--- src/rtl/regfile_arb_pkg.sv ---
// Shared types for the register-file write arbiter.
// Entry layout, arbiter FSM states and the one-hot register decoder.
package regfile_arb_pkg;

    localparam int REG_ADDR_W = 5;
    localparam int ARB_DATA_W = 32;

    typedef struct packed {
        logic [REG_ADDR_W-1:0] addr;
        logic [ARB_DATA_W-1:0] data;
    } wr_entry_t;

    typedef enum logic [1:0] {
        IDLE    = 2'd0,
        WAIT    = 2'd1,
        STARVED = 2'd2
    } arb_state_t;

    function automatic logic [31:0] onehot32(
        input logic [REG_ADDR_W-1:0] addr
    );
        logic [31:0] v;
        v       = '0;
        v[addr] = 1'b1;
        return v;
    endfunction

endpackage

--- src/rtl/regfile_wr_fifo.sv ---
// Strict-order queue of pending multi-cycle writes.
// Exposes every slot plus a valid vector so the owner can build a pending mask.
module regfile_wr_fifo
    import regfile_arb_pkg::*;
#(
    parameter int  DEPTH   = 4,
    parameter type entry_t = wr_entry_t,
    localparam int PTR_W   = $clog2(DEPTH),
    localparam int CNT_W   = PTR_W + 1
) (
    input  logic                   clk,
    input  logic                   reset,
    input  logic                   push_i,
    input  entry_t                 push_data_i,
    input  logic                   pop_i,
    output entry_t                 head_o,
    output logic                   full_o,
    output logic                   empty_o,
    output logic [CNT_W-1:0]       count_o,
    output entry_t [DEPTH-1:0]     entries_o,
    output logic [DEPTH-1:0]       valid_o
);

    entry_t [DEPTH-1:0] mem_q, mem_d;
    logic [PTR_W-1:0]   rd_ptr_q, rd_ptr_d;
    logic [PTR_W-1:0]   wr_ptr_q, wr_ptr_d;
    logic [CNT_W-1:0]   count_q, count_d;
    logic               do_push, do_pop;

    assign full_o    = (count_q == CNT_W'(DEPTH));
    assign empty_o   = (count_q == '0);
    assign count_o   = count_q;
    assign head_o    = mem_q[rd_ptr_q];
    assign entries_o = mem_q;

    assign do_push = push_i && !full_o;
    assign do_pop  = pop_i && !empty_o;

    always_comb begin
        mem_d    = mem_q;
        rd_ptr_d = rd_ptr_q;
        wr_ptr_d = wr_ptr_q;
        count_d  = count_q;
        if (do_push) begin
            mem_d[wr_ptr_q] = push_data_i;
            wr_ptr_d        = wr_ptr_q + PTR_W'(1);
        end
        if (do_pop) begin
            rd_ptr_d = rd_ptr_q + PTR_W'(1);
        end
        unique case ({do_push, do_pop})
            2'b10:   count_d = count_q + CNT_W'(1);
            2'b01:   count_d = count_q - CNT_W'(1);
            default: count_d = count_q;
        endcase
    end

    // Slot i is live when its distance from the read pointer is below the fill level.
    always_comb begin
        logic [PTR_W-1:0] offs;
        offs    = '0;
        valid_o = '0;
        for (int i = 0; i < DEPTH; i++) begin
            offs       = PTR_W'(i) - rd_ptr_q;
            valid_o[i] = ({1'b0, offs} < count_q);
        end
    end

    always_ff @(posedge clk) begin
        mem_q <= mem_d;
    end

    always_ff @(posedge clk or negedge reset) begin
        if (!reset) begin
            rd_ptr_q <= '0;
            wr_ptr_q <= '0;
            count_q  <= '0;
        end else begin
            rd_ptr_q <= rd_ptr_d;
            wr_ptr_q <= wr_ptr_d;
            count_q  <= count_d;
        end
    end

endmodule

--- src/rtl/regfile_write_arbiter.sv ---
// Shares the register-file write port between writeback (A) and a queued multi-cycle unit (B).
// Define REGFILE_ARB_BYPASS_EN to let B write straight through when A is idle and the queue is empty.
module regfile_write_arbiter
    import regfile_arb_pkg::*;
#(
    parameter int N            = 32,
    parameter int DEPTH        = 4,
    parameter int STARVE_LIMIT = 8
) (
    input  logic                  clk,
    input  logic                  reset,
    input  logic                  in_A_RegWrite,
    input  logic [REG_ADDR_W-1:0] in_A_WriteReg_5,
    input  logic [N-1:0]          in_A_WriteData,
    input  logic                  in_B_Valid,
    output logic                  o_B_Ready,
    input  logic [REG_ADDR_W-1:0] in_B_WriteReg_5,
    input  logic [N-1:0]          in_B_WriteData,
    output logic                  o_RegWrite,
    output logic [REG_ADDR_W-1:0] o_WriteRegister_5,
    output logic [N-1:0]          o_WriteData,
    output logic [31:0]           o_Pending_32,
    output logic                  o_StallPipe
);

    localparam int CNT_W = $clog2(DEPTH) + 1;
    localparam int SC_W  = $clog2(STARVE_LIMIT + 1);

    typedef struct packed {
        logic [REG_ADDR_W-1:0] addr;
        logic [N-1:0]          data;
    } entry_t;

    entry_t             push_entry;
    entry_t             head;
    entry_t [DEPTH-1:0] entries;
    logic [DEPTH-1:0]   valid;
    logic [CNT_W-1:0]   count;
    logic [CNT_W-1:0]   count_next;
    logic               full, empty;
    logic               a_wr, b_fire, b_keep;
    logic               bypass, push, pop, blocked;

    arb_state_t         state_q, state_d;
    logic [SC_W-1:0]    starve_cnt_q, starve_cnt_d;
    logic               stall_q, stall_d;

    assign a_wr    = in_A_RegWrite && (in_A_WriteReg_5 != '0);
    assign b_fire  = in_B_Valid && o_B_Ready;
    assign b_keep  = (in_B_WriteReg_5 != '0);
    assign o_B_Ready = !full;

`ifdef REGFILE_ARB_BYPASS_EN
    assign bypass  = b_fire && b_keep && !a_wr && empty;
`else
    assign bypass  = 1'b0;
`endif

    // Register-0 results complete the handshake but never occupy a slot.
    assign push    = b_fire && b_keep && !bypass;
    assign pop     = !a_wr && !empty;
    assign blocked = a_wr && !empty;

    assign push_entry = '{addr: in_B_WriteReg_5, data: in_B_WriteData};
    assign count_next = count + CNT_W'(push) - CNT_W'(pop);

    regfile_wr_fifo #(
        .DEPTH   (DEPTH),
        .entry_t (entry_t)
    ) u_fifo (
        .clk         (clk),
        .reset       (reset),
        .push_i      (push),
        .push_data_i (push_entry),
        .pop_i       (pop),
        .head_o      (head),
        .full_o      (full),
        .empty_o     (empty),
        .count_o     (count),
        .entries_o   (entries),
        .valid_o     (valid)
    );

    always_comb begin
        o_RegWrite        = 1'b0;
        o_WriteRegister_5 = '0;
        o_WriteData       = '0;
        if (a_wr) begin
            o_RegWrite        = 1'b1;
            o_WriteRegister_5 = in_A_WriteReg_5;
            o_WriteData       = in_A_WriteData;
        end else if (pop) begin
            o_RegWrite        = 1'b1;
            o_WriteRegister_5 = head.addr;
            o_WriteData       = head.data;
        end else if (bypass) begin
            o_RegWrite        = 1'b1;
            o_WriteRegister_5 = in_B_WriteReg_5;
            o_WriteData       = in_B_WriteData;
        end
    end

    always_comb begin
        o_Pending_32 = '0;
        for (int i = 0; i < DEPTH; i++) begin
            if (valid[i]) begin
                o_Pending_32 = o_Pending_32 | onehot32(entries[i].addr);
            end
        end
    end

    always_comb begin
        state_d      = state_q;
        starve_cnt_d = starve_cnt_q;
        unique case (state_q)
            IDLE: begin
                if (count_next != '0) begin
                    state_d = WAIT;
                end
            end
            WAIT: begin
                if (pop) begin
                    starve_cnt_d = '0;
                end else if (blocked) begin
                    starve_cnt_d = starve_cnt_q + SC_W'(1);
                    if (starve_cnt_d == SC_W'(STARVE_LIMIT)) begin
                        state_d = STARVED;
                    end
                end
            end
            STARVED: begin
                if (pop) begin
                    starve_cnt_d = '0;
                    state_d      = WAIT;
                end
            end
            default: begin
                state_d      = IDLE;
                starve_cnt_d = '0;
            end
        endcase
        if (count_next == '0) begin
            state_d      = IDLE;
            starve_cnt_d = '0;
        end
        stall_d = (state_d == STARVED);
    end

    always_ff @(posedge clk or negedge reset) begin
        if (!reset) begin
            state_q      <= IDLE;
            starve_cnt_q <= '0;
            stall_q      <= 1'b0;
        end else begin
            state_q      <= state_d;
            starve_cnt_q <= starve_cnt_d;
            stall_q      <= stall_d;
        end
    end

    assign o_StallPipe = stall_q;

endmodule
--- config.mk ---
export PLATFORM = sky130hd
export DESIGN_NAME = regfile_write_arbiter
export DESIGN_NICKNAME = d
export VERILOG_FILES = /design/src/rtl/regfile_arb_pkg.sv /design/src/rtl/regfile_wr_fifo.sv /design/src/rtl/regfile_write_arbiter.sv
export SDC_FILE = /design/constraint.sdc
export NUM_CORES = 1
export LEC_CHECK = 0
export CORE_MARGIN = 2
export CORE_UTILIZATION = 48
export CTS_BUF_LIST = sky130_fd_sc_hd__clkbuf_16
export DETAILED_ROUTE_END_ITERATION = 16
export GPL_TIMING_DRIVEN = 0
export HOLD_SLACK_MARGIN = 0.05
export PLACE_DENSITY = 0.77
export SYNTH_ARGS = -nofsm -noshare
export SYNTH_HDL_FRONTEND = slang
export SYNTH_SLANG_ARGS = --single-unit
--- constraint.sdc ---
create_clock -name clk -period 3.51 [get_ports clk]
set_clock_uncertainty 0.1 [all_clocks]
set_input_delay 0.702 -clock clk [delete_from_list [all_inputs] [get_ports clk]]
set_output_delay 0.702 -clock clk [all_outputs]
set_load 0.02 [all_outputs]
==> flow_summary.json, run 1 <==
{
  "outcome": "finished, final reports clean",
  "grt_use_total": 0.261,
  "grt_start_max_net_pins": 30,
  "grt_overflow": 0,
  "dp_hpwl_um": 15800,
  "met2WireLength_um": 11200,
  "power_frac_comb": 0.477,
  "post_drt_wl_per_cell_um": 21.9,
  "placed_cells": 970,
  "final_net_count": 888,
  "yosysSeqAreaShare": 0.601,
  "via_per_inst": 5.98,
  "setup_violations": 0,
  "insertion_delay_ns": 0.42,
  "period_needed_ns": 3.41,
  "ir_drop_v": 0.000440,
  "final_hold_viol_count": 0,
  "power_switching_mw": 3.30,
  "ios": 150,
  "slew_viol_final": 0,
  "synth_ff_type": "edfxtp_1",
  "ys_warn_count": 0,
  "cts_buffers": 17,
  "cts.sinks": 162,
  "netlist_area_um2": 7970,
  "dieArea_um2": 17700,
  "synth_nets": 690,
  "cp_num_buf_inv": 5,
  "yosys.cell_types.count": 51,
  "coreArea_um2": 16400,
  "antenna_found_initial": 0,
  "leakage_nw": 4.05,
  "wl_met3_um": 1890,
  "root_buffer": "clkbuf_16",
  "maxCapViolCount": 0,
  "fp.dieH_um": 133,
  "numPortBuffers": 148,
  "whs_ns": 0.474,
  "crit_chain": "clkbuf_16 > xor2_4 > inv_2 > ha_4 > a21oi_4 > o21bai_4 > buf_6 > buf_12 > o22ai_1 > a221o_1 > clkbuf_2",
  "synth_top_area_share": 0.557,
  "drt_iter0_markers": 500,
  "cts.path.max_buffers": 2,
  "worstSetupPathType": "register to output pin",
  "period_share": 0.972,
  "power.internal_mw": 5.44,
  "gp_congestion": 0.941,
  "fp.dieW_um": 133,
  "slew_headroom": 0.474,
  "power_frac_seq": 0.314,
  "fin_util": 0.668,
  "ys_ff_latch": 162,
  "grt_pass1_vias": 6209,
  "syn_avg_cell_area_um2": 13.3,
  "cts_tree": "done",
  "final_cell_area_um2": 11000,
  "timing.fmax_ghz": 0.293,
  "cts_hold_buffers": 0,
  "power_density_nw_per_um2": 798,
  "drtPass1Iterations": 7,
  "ant_nets": 0,
  "cp_slowest_cell": "dfrtp_2",
  "area_delta_synth_final_pct": 37.4,
  "end_kind": "output pin",
  "min_path_type": "register to register",
  "pwr-share-clk": 0.208,
  "arrival_ns": 2.61,
  "fin_cells": 1029,
  "netlist_top_cells_count": "edfxtp_1, nand2_1, nand3_1",
  "start_util": 0.486,
  "path_clk_slew_ns": 0.07,
  "grt_pass1_wl_um": 35000,
  "cts_max_level": 4,
  "switching_share": 0.377,
  "routed_wl_um": 22600,
  "layout-drive-gt1-share": 0.276,
  "dr.max_layer_used": "met4",
  "met1_length_um": 9000,
  "num_vias": 6155,
  "antenna_cells": 0,
  "fillers": 1175,
  "rsz0062_at_grt": "true",
  "start_kind": "register",
  "crit_start": "u_fifo.rd_ptr_q[0]$_DFFE_PN0P_",
  "cp.required_ns": 2.71,
  "yosys.area.top_type": "edfxtp_1",
  "critPathMaxFanout": 5,
  "cp_top_family": "buffers and inverters",
  "worstHoldStart": "starve_cnt_q[3]$_DFFE_PN0P_",
  "rows": 47,
  "timing.rr.start": "u_fifo.count_o[2]$_DFFE_PN0P_",
  "placed_cell_area_um2": 9850,
  "synth_edf_count": 148,
  "synthCells": 598,
  "worst_pin_slew_ns": 0.786,
  "cpPeakStageDelay_ns": 0.44,
  "yosys.cell_count.top_type": "edfxtp_1",
  "async_flop_share": 0.0864,
  "synthTopCellsByArea": "edfxtp_1, mux4_2, nand2_1, dfrtp_1, a221o_1",
  "drc": 0
}
## registers in the layout, indices dropped and copies added (netlist names)
register          cells
u_fifo.entries_o    148
starve_cnt_q          4
u_fifo.count_o        3
u_fifo.rd_ptr_q       2
o_StallPipe           1
state_q               2
u_fifo.wr_ptr_q       2
## layout make-up
cell class	instances	area [um^2]	share of cell area
sequential	162	4800	0.438
multi-input combinational	392	3340	0.305
timing repair buffer	183	1740	0.158
clock buffer	17	425	0.0388
tap	220	275	0.0251
buffer	25	165	0.0151
clock inverter	15	163	0.0148
inverter	15	58.8	0.00537
## logic make-up after synthesis
group,Yosys count,synth area share
AOI/OAI and AO/OA,100,0.0993
xor gates and xnor gates,8,0.0105
adders and majority gates,14,0.0239
buffers and inverters,44,0.0218
DFF,162,0.601
muxes,39,0.107
and+or+nand+nor,231,0.136
## stage by stage
step | power (mW) | TNS, ns | setup slack, ns
global route | 9.16 | -0.0467 | -0.0209
CTS | 8.61 | -0.0929 | -0.0416
global placement | 6.16 | -156.18 | -1.40
finish | 8.74 | 0 | 0.0982
floorplan | 4.96 | 0 | 0.00931
detailed placement | 6.30 | -68.73 | -1.42
## final timing paths
kind,to,slack (ns),cells after the start
worst max-delay path,o_Pending_32[13],0.1,11
worst max register to register,starve_cnt_q[3]$_DFFE_PN0P_,0.15,11
worst min register to register,starve_cnt_q[3]$_DFFE_PN0P_,0.47,2
max in group asynchronous,u_fifo.rd_ptr_q[1]$_DFFE_PN0P_,2.19,1
min in group asynchronous,u_fifo.rd_ptr_q[0]$_DFFE_PN0P_,0.61,1
worst min-delay path,starve_cnt_q[3]$_DFFE_PN0P_,0.47,2
## power by group through the flow
stage / logic [mW] / clock network [mW] / registers, mW
CTS: 4.02 / 1.85 / 2.74
global route: 4.44 / 1.93 / 2.78
floorplan: 2.25 / 0 / 2.71
detailed placement: 3.53 / 0 / 2.76
global placement: 3.40 / 0 / 2.76
finish: 4.17 / 1.82 / 2.75
## cell usage in the layout (no fill, tap or decap), types with 4 or more instances in the layout
cell type	count
edfxtp_1	148
nand2_1	97
clkdlybuf4s50_1	75
nand3_1	41
mux4_2	37
buf_4	34
a221o_1	32
o22ai_1	27
nor2_1	23
clkbuf_16	18
dlygate4sd2_1	17
clkdlybuf4s15_2	16
buf_2	15
nand2b_1	13
inv_1	12
clkbuf_2	12
dfrtp_1	12
clkbuf_1	10
nor2b_1	10
ha_1	8
buf_6	7
clkdlybuf4s15_1	7
nor2_2	6
inv_6	6
o21ai_0	5
dlymetal6s2s_1	5
nor3_2	4
or2_2	4
and2_2	4
## metal layers
metal,GRT usage,vias to the layer above
met4,0.0765,0
met2,0.434,324
met1,0.337,3051
met3,0.0724,36
li1,-,2744
met5,0,-
## tightest hold or removal path: stages, from the launching register on
cell and delay (ns):
dfrtp_1 0.41, inv_1 0.08, o21ai_2 0.06
## repair_timing
item | 4_1_cts | 5_1_grt
setup endpoints to repair | 74 | 69
cloned | 1 | 0
pin swaps | 21 | 20
buffers inserted | 22 | 9
gates resized for setup | 250 | 47
Note: power is estimated with default switching activity, not from simulation.
==> run 2, diff against run 1 <==
--- a/config.mk
+++ b/config.mk
@@ -6,12 +6,12 @@
 export NUM_CORES = 1
 export LEC_CHECK = 0
 export CORE_MARGIN = 2
-export CORE_UTILIZATION = 48
+export CORE_UTILIZATION = 40
 export CTS_BUF_LIST = sky130_fd_sc_hd__clkbuf_16
 export DETAILED_ROUTE_END_ITERATION = 16
 export GPL_TIMING_DRIVEN = 0
 export HOLD_SLACK_MARGIN = 0.05
-export PLACE_DENSITY = 0.77
+export PLACE_DENSITY = 0.66
 export SYNTH_ARGS = -nofsm -noshare
 export SYNTH_HDL_FRONTEND = slang
 export SYNTH_SLANG_ARGS = --single-unit
==> flow_summary.json, run 2 (synthesis gave the netlist of run 1 again) <==
{
  "root_buffer": "clkbuf_16",
  "ios": 150,
  "fp.dieW_um": 145,
  "grt_start_max_net_pins": 24,
  "cts_buffers": 17,
  "min_path_type": "register to register",
  "worst_pin_slew_ns": 0.762,
  "worst_slack_ns": 0.0742,
  "antenna_cells": 0,
  "leakage_nw": 4.12,
  "start_kind": "register",
  "path_clk_slew_ns": 0.07,
  "start_util": 0.408,
  "num_vias": 6100,
  "cts_hold_buffers": 0,
  "grt_pass1_wl_um": 35300,
  "rows": 51,
  "arrival_ns": 2.63,
  "cts_tree": "done",
  "fillers": 1590,
  "final_hold_viol_count": 0,
  "dieArea_um2": 21100,
  "final_cell_mix": "edfxtp_1, nand2_1, clkdlybuf4s50_1, buf_4, nand3_1",
  "worstSetupPathType": "register to output pin",
  "setup_tns_ns": 0,
  "cts.sinks": 162,
  "cpPeakStageDelay_ns": 0.43,
  "cts_max_level": 4,
  "power_density_nw_per_um2": 787,
  "layout-drive-gt1-share": 0.302,
  "numPortBuffers": 148,
  "ir_drop_v": 0.000450,
  "routed_wl_um": 22800,
  "maxCapViolCount": 0,
  "drc": 0,
  "grt_overflow": 0,
  "fp.dieH_um": 145,
  "dp_hpwl_um": 15700,
  "area_delta_synth_final_pct": 39.8,
  "insertion_delay_ns": 0.43,
  "final_net_count": 898,
  "period_share": 0.979,
  "ant_nets": 0,
  "antenna_found_initial": 0,
  "crit_chain": "buf_12 > inv_1 > ha_4 > a21boi_2 > o21bai_2 > buf_6 > nand2b_4 > nor2_4 > a221o_1 > clkdlybuf4s15_2",
  "end_kind": "output pin",
  "drtPass1Iterations": 6,
  "final_common_cell": "edfxtp_1",
  "outcome": "finished, final reports clean",
  "placed_cell_area_um2": 9890,
  "final_cell_area_um2": 11100,
  "gp_congestion": 0.914,
  "via_per_inst": 5.63,
  "grt_pass1_vias": 6274,
  "cp_slowest_cell": "dfrtp_2",
  "register_area_um2": 4800,
  "drt_iter0_markers": 723,
  "cp.required_ns": 2.71,
  "multi_input_comb_area_um2": 3420,
  "coreArea_um2": 19500,
  "period_needed_ns": 3.44,
  "grt_use_total": 0.218,
  "slew_headroom": 0.490,
  "cts.path.max_buffers": 2,
  "critPathMaxFanout": 5,
  "post_drt_wl_per_cell_um": 21.1,
  "setup_violations": 0,
  "largest_register_ffs": 148,
  "slew_viol_final": 0,
  "pre_cts_ws_ns": -1.44,
  "timing.fmax_ghz": 0.291
}
-- run 2: changes by cell type in the layout (fill, tap and decap cells not counted), sizes merged --
cell           before  now
clkbuf             41   31
buf                64   83
clkinvlp            1    2
clkdlybuf4s15      23   29
clkdlybuf4s50      75   73
dlygate4sd2        17   14
clkinv              4    3
-- run 2: final cells by class --
type,instances,area share
plain buffers,25,0.0155
flip-flops and latches,162,0.430
clock buffers,17,0.0382
multi-input cells,392,0.307
inverters,15,0.00528
repair buffers,193,0.161
well taps,265,0.0298
clock inverters,15,0.0132
-- run 2: metrics by stage --
step                total power [mW]  cells   util  hold WS [ns]
finish                          8.77   1084  0.571         0.464
CTS                             8.63   1072  0.564         0.456
global route                    9.18   1084  0.571         0.500
global placement                6.21   1011  0.502         0.422
floorplan                       4.96    598      -         0.306
detailed placement              6.30   1015  0.506         0.440
-- run 2: timing repair --
action	in CTS	in global routing
pin swaps	16	17
endpoints found under the setup margin	74	68
setup buffers	26	14
gates resized for setup	301	30
cloned	1	0
-- run 2: layer usage --
layer,track usage,up-vias,share of wire
li1,-,2759,-
met1,0.282,2967,0.41
met2,0.358,316,0.48
met3,0.0522,58,0.071
met4,0.0819,0,0.033
met5,0,-,0
-- run 2: path summary, 6_finish.rpt --
check                                          startpoint                              to  slack [ns]  depth (start not counted)
setup / recovery           u_fifo.rd_ptr_q[1]$_DFFE_PN0P_                o_Pending_32[24]        0.07                         10
min in group asynchronous                           reset            state_q[1]$_DFF_PN0_        0.60                          1
hold / removal                starve_cnt_q[3]$_DFFE_PN0P_     starve_cnt_q[3]$_DFFE_PN0P_        0.46                          2
max in group asynchronous                           reset  u_fifo.rd_ptr_q[0]$_DFFE_PN0P_        2.22                          1
setup reg to reg            u_fifo.count_o[2]$_DFFE_PN0P_     starve_cnt_q[3]$_DFFE_PN0P_        0.12                         11
hold reg to reg               starve_cnt_q[3]$_DFFE_PN0P_     starve_cnt_q[3]$_DFFE_PN0P_        0.46                          2
-- run 2: report_power, final --
part	switching [mW]	internal (mW)	total [mW]
clock network	0.802	0.997	1.80
logic	2.32	1.91	4.22
registers	0.204	2.54	2.75
total	3.32	5.45	8.77
-- run 2: critical path: cells and delay by family (launching register included) --
kind	cells	cell delay, ns
buffers and inverters	4	0.69
AOI/OAI and AO/OA	3	0.56
DFF	1	0.43
and+or+nand+nor	2	0.30
adders and majority gates	1	0.22
==> run 3, diff against run 2 <==
--- a/config.mk
+++ b/config.mk
@@ -11,7 +11,7 @@
 export DETAILED_ROUTE_END_ITERATION = 16
 export GPL_TIMING_DRIVEN = 0
 export HOLD_SLACK_MARGIN = 0.05
-export PLACE_DENSITY = 0.66
+export SETUP_SLACK_MARGIN = 0.02
 export SYNTH_ARGS = -nofsm -noshare
 export SYNTH_HDL_FRONTEND = slang
 export SYNTH_SLANG_ARGS = --single-unit
==> constraint.sdc (replaced) <==
create_clock -name clk -period 4.1 [get_ports clk]
set_clock_uncertainty 0.1 [all_clocks]
set_input_delay 0.82 -clock clk [delete_from_list [all_inputs] [get_ports clk]]
set_output_delay 0.82 -clock clk [all_outputs]
set_load 0.02 [all_outputs]
==> flow_summary.json, run 3 (synthesis gave the netlist of run 1 again) <==
{
  "fp.dieH_um": 145,
  "power_frac_seq": 0.330,
  "maxCapViolCount": 0,
  "leakage_nw": 4.08,
  "area_delta_synth_final_pct": 34.8,
  "reg2reg_slack_ns": 0.33,
  "placed_cell_area_um2": 9880,
  "final_net_count": 876,
  "ir_drop_v": 0.000398,
  "cp.required_ns": 3.18,
  "power_frac_comb": 0.450,
  "drtPass1Iterations": 5,
  "via_per_inst": 5.69,
  "routed_wl_um": 22500,
  "largest_register_ffs": 148,
  "cts_tree": "done",
  "cp_num_buf_inv": 4,
  "final_common_cell": "edfxtp_1",
  "crit_chain": "clkdlybuf4s50_1 > or3_1 > o31ai_4 > buf_12 > buf_2 > nand2_1 > clkdlybuf4s50_1",
  "fin_util": 0.550,
  "final_hold_viol_count": 0,
  "drc": 0,
  "root_buffer": "clkbuf_16",
  "worst_slack_ns": 0.0777,
  "worstSetupPathType": "primary input to output pin",
  "num_vias": 6040,
  "period_needed_ns": 4.02,
  "fp.dieW_um": 145,
  "start_kind": "primary input",
  "dieArea_um2": 21100,
  "timing.fmax_ghz": 0.249,
  "critPathMaxFanout": 10,
  "pwr-share-clk": 0.219,
  "arrival_ns": 3.10,
  "slew_viol_final": 0,
  "numPortBuffers": 148,
  "gp_congestion": 0.929,
  "period_share": 0.981,
  "switching_share": 0.383,
  "power.internal_mw": 4.36,
  "setup_violations": 0,
  "pre_cts_ws_ns": -0.913,
  "slew_headroom": 0.366,
  "worst_pin_slew_ns": 0.944,
  "crit_path_frequent_cell": "clkdlybuf4s50_1",
  "cp_slowest_cell": "clkdlybuf4s50_1",
  "power_switching_mw": 2.70,
  "coreArea_um2": 19500,
  "power_density_nw_per_um2": 657,
  "setup_tns_ns": 0,
  "cts.path.max_buffers": 2,
  "whs_ns": 0.449,
  "final_cell_area_um2": 10700,
  "post_drt_wl_per_cell_um": 21.2,
  "final_cell_mix": "edfxtp_1, nand2_1, clkdlybuf4s50_1, dlygate4sd2_1, nand3_1",
  "layout-drive-gt1-share": 0.178,
  "fin_cells": 1062,
  "path_clk_slew_ns": 0.07,
  "p_total_mw": 7.06,
  "start_util": 0.408,
  "cts_buffers": 17,
  "end_kind": "output pin",
  "insertion_delay_ns": 0.43,
  "cts.sinks": 162,
  "rows": 51,
  "antenna_cells": 0,
  "grt_pass1_vias": 6277,
  "ant_nets": 0,
  "rsz0062_at_grt": "true",
  "cts_max_level": 4,
  "drt_iter0_markers": 435,
  "dp_hpwl_um": 15900,
  "grt_use_total": 0.217,
  "placed_cells": 1015,
  "grt_start_max_net_pins": 21,
  "min_path_type": "register to register",
  "cp_top_family": "buffers and inverters",
  "cpPeakStageDelay_ns": 0.59,
  "cts_hold_buffers": 0,
  "outcome": "finished, final reports clean",
  "grt_overflow": 0,
  "antenna_found_initial": 0,
  "ios": 150,
  "grt_pass1_wl_um": 35100
}
==> run 3: final cells by class <==
class	instances	area, um^2
clock buffers	17	425
flip-flops and latches	162	4800
well taps	265	332
repair buffers	168	1650
inverters	15	56.3
plain buffers	28	149
fillers	1691	8780
multi-input cells	392	3180
clock inverters	15	158
==> run 3: routing by layer <==
metal	up-vias	GRT usage	wire length, um
met5	-	0	0
met4	0	0.0740	488
met3	35	0.0418	1480
met2	284	0.359	10900
met1	3015	0.288	9620
li1	2706	-	-
==> run 3: what timing repair did <==
action / CTS / global route
gates cloned: 0 / 0
endpoints found under the setup margin: 67 / 12
setup buffers: 13 / 3
resized for setup: 105 / 20
pin swaps: 7 / 4
endpoints found under the hold margin: 0 / 0
==> run 3: worst paths after layout <==
kind | startpoint | endpoint | depth (start not counted)
max | in_A_WriteReg_5[0] | o_RegWrite | 7
min | starve_cnt_q[2]$_DFFE_PN0P_ | starve_cnt_q[2]$_DFFE_PN0P_ | 2
max reg2reg | u_fifo.count_o[0]$_DFFE_PN0P_ | starve_cnt_q[3]$_DFFE_PN0P_ | 11
min reg2reg | starve_cnt_q[2]$_DFFE_PN0P_ | starve_cnt_q[2]$_DFFE_PN0P_ | 2
max in group asynchronous | reset | u_fifo.rd_ptr_q[1]$_DFFE_PN0P_ | 1
min in group asynchronous | reset | state_q[0]$_DFF_PN0_ | 1
==> run 3: power groups by stage <==
stage	Clock (mW)	Sequential (mW)	Combinational [mW]
finish	1.55	2.33	3.18
global route	1.64	2.37	3.42
CTS	1.58	2.33	3.16
detailed placement	0	2.37	3.01
global placement	0	2.37	2.93
floorplan	0	2.32	1.90
==> run 3: worst reg2reg max path: stages, from the launching register on <==
cell and delay, ns:
dfrtp_1 0.48, nor3_1 0.80, a211oi_4 0.08, ha_1 0.32, inv_1 0.04, ha_1 0.21, fa_1 0.38, xnor3_1 0.23
nor3_2 0.08, or4_4 0.53, or3_1 0.35, o21ai_0 0.09
